===== config.mk =====
export PLATFORM = sky130hd
export DESIGN_NAME = fetch_ctrl
export DESIGN_NICKNAME = d
export VERILOG_FILES = /design/src/rtl/fetch_ctrl_pkg.sv /design/src/rtl/iq_credit_ctr.sv /design/src/rtl/fetch_ctrl.sv
export SDC_FILE = /design/constraint.sdc
export NUM_CORES = 1
export LEC_CHECK = 0
export CORE_MARGIN = 2
export CORE_UTILIZATION = 39
export DETAILED_ROUTE_END_ITERATION = 10
export GPL_ROUTABILITY_DRIVEN = 1
export MAX_ROUTING_LAYER = met4
export PLACE_DENSITY = 0.91
export RECOVER_POWER = 100
export SYNTH_ARGS = -nofsm -noshare
export SYNTH_HDL_FRONTEND = slang
export SYNTH_SLANG_ARGS = --single-unit
export TNS_END_PERCENT = 10

===== constraint.sdc =====
create_clock -name clk -period 3.25 [get_ports clk]
set_input_delay 0.4875 -clock clk [delete_from_list [all_inputs] [get_ports clk]]
set_output_delay 0.4875 -clock clk [all_outputs]
set_load 0.01 [all_outputs]

===== src/rtl/fetch_ctrl_pkg.sv =====
// Shared types for the fetch sequencing controller: FSM state, redirect and
// predictor-update bundles.
package fetch_ctrl_pkg;

  typedef enum logic [1:0] {
    BOOT  = 2'd0,
    RUN   = 2'd1,
    FLUSH = 2'd2
  } fetch_ctrl_state_e;

  typedef struct packed {
    logic        valid;
    logic [31:0] pc;
    logic        flush;
  } redirect_t;

  typedef struct packed {
    logic        valid;
    logic        value;
    logic [31:0] pc;
  } bp_update_t;

  // Wide enough for FLUSH_CYCLES-1 with FLUSH_CYCLES up to 15.
  localparam int FLUSH_CNT_W = 4;

endpackage


===== src/rtl/iq_credit_ctr.sv =====
// Instruction-queue occupancy counter: +1 per fire, -1 per pop, saturating at
// DEPTH; clear wins over both and discards that cycle's fire/pop.
module iq_credit_ctr #(
  parameter int DEPTH = 8,
  localparam int CW = $clog2(DEPTH + 1)
) (
  input  logic          clk,
  input  logic          reset,
  input  logic          fire,
  input  logic          pop,
  input  logic          clear,
  output logic [CW-1:0] count,
  output logic          full
);

  logic [CW-1:0] count_q, count_d;
  logic          fire_ok, pop_ok;

  assign full    = (count_q == CW'(DEPTH));
  assign fire_ok = fire & ~full;
  // A pop against an empty queue has nothing to remove.
  assign pop_ok  = pop & (count_q != '0);
  assign count   = count_q;

  always_comb begin
    count_d = count_q;
    if (clear) begin
      count_d = '0;
    end else if (fire_ok && !pop_ok) begin
      count_d = count_q + CW'(1);
    end else if (pop_ok && !fire_ok) begin
      count_d = count_q - CW'(1);
    end
  end

  always_ff @(posedge clk or negedge reset) begin
    if (!reset) begin
      count_q <= '0;
    end else begin
      count_q <= count_d;
    end
  end

  pop_underflow_a: assert property (@(posedge clk) disable iff (!reset)
    !(pop && !clear && count_q == '0));

endmodule


===== src/rtl/fetch_ctrl.sv =====
// Fetch-stage sequencing: fetch enable, IQ occupancy, redirect arbitration and
// predictor updates. Define FETCH_CTRL_PERF_EN to add performance counters.
module fetch_ctrl
  import fetch_ctrl_pkg::*;
#(
  parameter int IQ_DEPTH     = 8,
  parameter int FLUSH_CYCLES = 2,
  localparam int OCC_W = $clog2(IQ_DEPTH + 1)
) (
  input  logic             clk,
  input  logic             reset,
  input  logic             cmt_valid,
  input  logic             cmt_mispredict,
  input  logic             cmt_taken,
  input  logic [31:0]      cmt_pc,
  input  logic [31:0]      cmt_target,
  input  logic             dec_redirect_valid,
  input  logic [31:0]      dec_redirect_pc,
  input  logic             iq_pop,
  output logic             fetch_enable,
  output logic             redirect_valid,
  output logic [31:0]      redirect_pc,
  output logic             flush,
  output logic             bp_update_valid,
  output logic             bp_update_value,
  output logic [31:0]      bp_update_pc,
  output logic [OCC_W-1:0] iq_occupancy
`ifdef FETCH_CTRL_PERF_EN
  ,
  output logic [31:0]      perf_mispredicts,
  output logic [31:0]      perf_stall_cycles
`endif
);

  localparam logic [FLUSH_CNT_W-1:0] FLUSH_LOAD = FLUSH_CNT_W'(FLUSH_CYCLES - 1);

  fetch_ctrl_state_e       state_q, state_d;
  logic [FLUSH_CNT_W-1:0]  flush_cnt_q, flush_cnt_d;
  redirect_t               redirect_q, redirect_d;
  bp_update_t              bp_q, bp_d;
  logic                    mispredict, dec_take, fire, iq_full;

  assign mispredict = cmt_valid & cmt_mispredict;
  assign dec_take   = dec_redirect_valid & (state_q == RUN) & ~mispredict;
  // The redirect cycle itself never fetches: the PC is being reloaded.
  assign fire       = (state_q == RUN) & ~iq_full & ~redirect_q.valid;

  iq_credit_ctr #(
    .DEPTH (IQ_DEPTH)
  ) u_iq_credit_ctr (
    .clk   (clk),
    .reset (reset),
    .fire  (fire),
    .pop   (iq_pop),
    .clear (mispredict),
    .count (iq_occupancy),
    .full  (iq_full)
  );

  always_comb begin
    state_d     = state_q;
    flush_cnt_d = flush_cnt_q;
    if (mispredict) begin
      state_d     = FLUSH;
      flush_cnt_d = FLUSH_LOAD;
    end else begin
      case (state_q)
        BOOT:  state_d = RUN;
        FLUSH: begin
          if (flush_cnt_q == '0) state_d = RUN;
          else                   flush_cnt_d = flush_cnt_q - FLUSH_CNT_W'(1);
        end
        default: ;
      endcase
    end

    redirect_d.valid = mispredict | dec_take;
    redirect_d.flush = mispredict;
    redirect_d.pc    = mispredict ? cmt_target :
                       dec_take   ? dec_redirect_pc : redirect_q.pc;

    bp_d.valid = cmt_valid;
    bp_d.value = cmt_valid ? cmt_taken : bp_q.value;
    bp_d.pc    = cmt_valid ? cmt_pc    : bp_q.pc;
  end

  always_ff @(posedge clk or negedge reset) begin
    if (!reset) begin
      state_q     <= BOOT;
      flush_cnt_q <= '0;
      redirect_q  <= '0;
      bp_q        <= '0;
    end else begin
      state_q     <= state_d;
      flush_cnt_q <= flush_cnt_d;
      redirect_q  <= redirect_d;
      bp_q        <= bp_d;
    end
  end

  assign fetch_enable    = fire;
  assign redirect_valid  = redirect_q.valid;
  assign redirect_pc     = redirect_q.pc;
  assign flush           = redirect_q.flush;
  assign bp_update_valid = bp_q.valid;
  assign bp_update_value = bp_q.value;
  assign bp_update_pc    = bp_q.pc;

`ifdef FETCH_CTRL_PERF_EN
  logic [31:0] perf_mispredicts_q, perf_mispredicts_d;
  logic [31:0] perf_stall_cycles_q, perf_stall_cycles_d;

  always_comb begin
    perf_mispredicts_d  = perf_mispredicts_q + (mispredict ? 32'd1 : 32'd0);
    perf_stall_cycles_d = perf_stall_cycles_q +
                          (((state_q == RUN) && iq_full) ? 32'd1 : 32'd0);
  end

  always_ff @(posedge clk or negedge reset) begin
    if (!reset) begin
      perf_mispredicts_q  <= '0;
      perf_stall_cycles_q <= '0;
    end else begin
      perf_mispredicts_q  <= perf_mispredicts_d;
      perf_stall_cycles_q <= perf_stall_cycles_d;
    end
  end

  assign perf_mispredicts  = perf_mispredicts_q;
  assign perf_stall_cycles = perf_stall_cycles_q;
`endif

endmodule

Yosys cells after proc, flatten, opt, wreduce, memory -nomap -nowiden. Cells that the tools add are included.

Bits in registers: 78. Bits of input ports: 103. Output and inout port bits: 73. Word-level logic and storage cells: 52.

Add/sub/neg operators: 3. Equality and inequality tests: 5. Mux-type cells: 11. Bitwise operators: 11. Reductions and logical operators: 13.

Operators by type and width (count): $mux 32 (2); $mux 4 (6); $sub 4x1->4 const B (2); $and 1x1->1 (7); $reduce_bool 3->1 (2); $add 4x1->4 const B (1); $eq 4x4->1 const B (1); $logic_not 4->1 (1); $mux 2 (2); $pmux 2 s2 (1); $reduce_and 2->1 (2); $reduce_bool 2->1 (2); $reduce_bool 4->1 (1); $ne 3x3->1 const B (1); $not 1->1 (3); $eq 2x1->1 const B (1); $eq 2x2->1 const B (1); $logic_and 1x1->1 (2); $logic_not 1->1 (2); $logic_not 2->1 (1); $ne 2x2->1 const B (1); $or 1x1->1 (1).

Longest topological paths before layout.
Depth after elaboration: 10. Depth in mapped cells: 7. Mapped depth without buffers: 7.

Cells and area by module. From an unflattened synthesis, not the netlist that was laid out.

Cells, all modules: 248. Area total of the unflattened synthesis: 3774.9 um^2.

By module, submodules not included: fetch_ctrl (instances 1, cells each 209, area an instance 3403.3 um^2); iq_credit_ctr (instances 1, cells each 39, area an instance 371.6 um^2).

Worst setup path after synthesis. No wires, ideal clock.

Path type: register to register. Start point: reg u_iq_credit_ctr.count_q[1] (netlist: u_iq_credit_ctr.count[1]). End point: reg u_iq_credit_ctr.count_q[3] (netlist: u_iq_credit_ctr.count[3]). Arrival time: 2305 ps. Data required time: 3126 ps. Setup slack: 821 ps. Cell stages (with the launch flop): 7. Path buffers: 0. Path through: dfrtp_1 -> o41a_1 -> or3_4 -> ha_1 -> a21oi_1 -> a211oi_1 -> a211o_1.

Cells in the longest elaborated chain, start to end: 8. Elaborated cells between the ends (all ways): 17. Classes of those cells: 2 x add/sub; 1 x eq/ne; 3 x mux; 5 x bitwise; 6 x reduce/logical.

Ends and longest elaborated chain: from (decl) (RTL line iq_credit_ctr.sv:16) `logic [CW-1:0] count_q, count_d;`; from (signal assigned) (RTL line iq_credit_ctr.sv:40) `count_q <= count_d;`; $eq 4x4->1 (RTL line iq_credit_ctr.sv:19) `assign full = (count_q == CW'(DEPTH));`; $not 1->1 (RTL line iq_credit_ctr.sv:20, fetch_ctrl.sv:46); $and 1x1->1 (2 in a row) (RTL line fetch_ctrl.sv:46) `assign fire = (state_q == RUN) & ~iq_full & ~redirect_q.valid;`; $and 1x1->1 (RTL line iq_credit_ctr.sv:20) `assign fire_ok = fire & ~full;`; $logic_and 1x1->1 or $logic_not 1->1 (tied branches) (RTL line iq_credit_ctr.sv:29, iq_credit_ctr.sv:31); $mux 4 or $logic_and 1x1->1 (tied branches) (RTL line iq_credit_ctr.sv:29, iq_credit_ctr.sv:31); $mux 4 or $reduce_bool 3->1 (tied branches).

Several ways; a longest one is shown, not always the timed one. The select of a mux whose other input is x is not followed. A chain may end at the register's enable or synchronous reset.

Worst setup path after layout.
Start point: reg u_iq_credit_ctr.count_q[0] (netlist: u_iq_credit_ctr.count[0]). End point: reg u_iq_credit_ctr.count_q[3] (netlist: u_iq_credit_ctr.count[3]).

Same word-level chain as after synthesis.

==> flow_summary.ini <==
[placement]
place_ws_ns = 0.565
port_buffers = 175
dpl_cell_area_um2 = 5190
dp_hpwl_mm = 6.54
place.gp.congestion = 0.812

[sta]
hold_viol = 0
timing.fmax_mhz = 381
period_share = 0.808
setup_viol = 0
worstMarginPinSlew_ns = 1.87
slew_headroom = -0.249
report.final.slew_viol_count = 114
layout_min_cycle_time_ns = 2.63
setup_ws_ns = 0.624
rsz0062_at_grt = no
tns_ns = 0
fin_skew_ns = 0.00837

[clock_tree]
htreeDepth = 3
insertion_delay_ns = 0.33
path_clk_slew_ns = 0.08
clock_tree.buffer_depth = 2
hold_buffers = 0
clock_sinks = 78
cts.repair_timing.setup_buffer_count = 0
clockRootBuffer = clkbuf_8
cts_resized = 0
cts_tree = built
cts_made_buffers = 9

[layout]
drive_above_1_share = 0.114
final_cell_area_um2 = 5370
area_growth_pct = 60.6
antenna_cells = 0
nets = 594

[pwr]
power_density_nw_per_um2 = 604
max-vdd-ir-drop_uv = 263
power.leakage_nw = 2.24

[critical_path]
cp.buffers_inverters = 0
start_kind = register
cp_cell_sequence = o41a_1, or3_1, ha_1, a21oi_1, a211oi_1, a211o_1
slowest_delay_ns = 0.49
r2r_end = u_iq_credit_ctr.count[3]
endpoint = u_iq_credit_ctr.count[3]
crit_path_max_fanout = 7
r2r_slack_ns = 0.62
critPathTopFamily = compound AO/OA/AOI/OAI gates
worstPathArrival_ns = 2.85
cp.required_ns = 3.48
path_depth = 6
r2r-start = u_iq_credit_ctr.count[0]
cp-startpoint = u_iq_credit_ctr.count[0]
path_class = register to register
end_kind = register
slowest_stage = or3_1
reg2reg_depth = 6

[drt]
wl_per_cell_um = 14.5
drt_iter0_markers = 53
drt-pass1-iter-count = 4
routed_wl_mm = 8.62
vias = 2922
antenna_left = 0
drc_errors = 0
via_per_inst = 4.90

[floorplanning]
dieArea_um2 = 9330
initial_core_util = 0.405
die_y_um = 96.6
die_w_um = 96.6
ios = 176
core_um2 = 8260
floorplan.rows = 33

[logic_synthesis]
syn_avg_cell_area_um2 = 10.6
synth_cells = 314
synth.distinct_cells = 33
synth_compound_area_frac = 0.0891
synth-xor-area-share = 0.0105
ys_ff_latch = 78
yosys.area_share.simple = 0.152
synth.yosys.seq_area_share = 0.584
synth_warnings = 0
synthAdderAreaFrac = 0.0210
netlist_top_cells_area = dfrtp_1 (58%), mux2_2 (11%), nand2_1 (7.7%), a31oi_1 (6.0%), nor2_1 (4.2%)
yosysTopAreaCellShare = 0.584
yosysTopAreaCell = dfrtp_1
synth_top_family_by_area = simple AND/OR/NAND/NOR gates
synthMuxAreaShare = 0.114
synth_nets = 422
synth_area_um2 = 3340

[global_route]
grt_pass1_vias = 2874
grt_max_degree = 79
grt_first_pass_wirelength_mm = 13.2
grt.overflow.total = 0
grt_antenna_before_repair = 0
track_usage = 0.191

[outcome]
violations = max-capacitance violations, max-slew violations
outcome = finished, violations left

[min_path]
hp-class = register to register

[flow_run]
cap_violations = 2
report_power, final:
group / switching, W / internal (W)
clock: 0.000342 / 0.000357
combinational: 0.000550 / 0.000641
sequential: 0.000146 / 0.00121
total: 0.00104 / 0.00221
cell usage in the layout, fill, tap and decap left out, drive strengths merged, types with 2 or more instances in the layout:
cell	netlist	routed
ha	4	4
xnor2	2	2
nand2	69	69
a211oi	2	2
o21a	3	3
dfrtp	78	78
xor2	2	2
nand4	2	2
dlygate4sd3	0	74
clkbuf	14	14
a31oi	32	32
buf	5	3
mux2	33	33
nand3	3	3
nor2	37	37
or3b	2	2
clkdlybuf4s50	0	100
inv	7	7
clkinv	0	3
nor3	5	5
cell type report:
| cell class | count | area, µm² |
|---|---|---|
| multi-input combinational | 210 | 1290 |
| tap | 105 | 131 |
| clock inverter | 5 | 60.1 |
| inverter | 7 | 26.3 |
| sequential | 78 | 1950 |
| fill | 641 | 2890 |
| timing repair buffer | 180 | 1780 |
| clock buffer | 11 | 131 |
metrics by stage:
step,std cells,total power [W],hold WS (ns),utilization
final,596,0.00324,0.500,0.650
after global routing,596,0.00348,0.520,0.650
after CTS,596,0.00337,0.315,0.652
after detailed placement,580,0.00266,0.495,0.629
after global placement,580,0.00261,0.487,0.629
after floorplan,314,0.00198,0.192,-
state kept, by name, summed over array words and instances, names as in the netlist:
register and count:
bp_update_pc 32, bp_update_valid 1, bp_update_value 1, flush 1
flush_cnt_q 4, redirect_pc 32, redirect_valid 1, state_q 2
u_iq_credit_ctr.count 4
routing by layer:
metal	vias to the layer above	GRT usage	wire [µm]
li1	1423	-	-
met1	1356	0.213	3430
met2	134	0.330	4260
met3	9	0.0559	845
met4	0	0.0610	91
met5	-	-	0
logic make-up (layout without fill, tap and decap cells):
kind of cell / after synthesis / count (layout)
AND/OR/NAND/NOR: 123 / 123
flip-flops: 78 / 78
AO/OA/AOI/OAI: 44 / 44
multiplexers: 34 / 34
buffers and inverters: 26 / 203
adder cells (fa/ha/maj): 5 / 5
XOR/XNOR: 4 / 4
worst register-to-register path, stage by stage (launching register included):
cell	delay, ns
dfrtp_1	0.45
o41a_1	0.44
or3_1	0.49
ha_1	0.37
a21oi_1	0.33
a211oi_1	0.14
a211o_1	0.30
synthesized netlist by cell type:
cell	count
a2111oi_2	1
a211o_1	1
a211oi_1	2
a21oi_1	1
a31oi_1	32
and2_1	1
buf_1	4
buf_2	1
clkbuf_1	14
dfrtp_1	78
fa_1	1
ha_1	4
inv_1	6
inv_2	1
mux2_2	33
mux2i_1	1
nand2_1	69
nand3_1	3
nand3b_1	1
nand4_1	2
nor2_1	37
nor2b_1	1
nor3_1	5
nor4b_1	1
o211ai_1	1
o21a_1	3
o21ai_0	1
o31ai_1	1
o41a_1	1
or3_4	1
or3b_2	2
xnor2_1	2
xor2_1	2
worst min path at each step:
stage | start | endpoint | slack, ns | depth (start not counted)
floorplan | reset | bp_update_pc[0] | 0.19 | 0
global placement | bp_update_pc[29] | bp_update_pc[29] | 0.49 | 1
detailed placement | bp_update_pc[23] | bp_update_pc[23] | 0.49 | 1
CTS | reset | bp_update_pc[17] | 0.32 | 1
global route | bp_update_pc[29] | bp_update_pc[29] | 0.52 | 1
finish | bp_update_pc[23] | bp_update_pc[23] | 0.50 | 1
No activity file was read; power rests on OpenSTA's default activity.
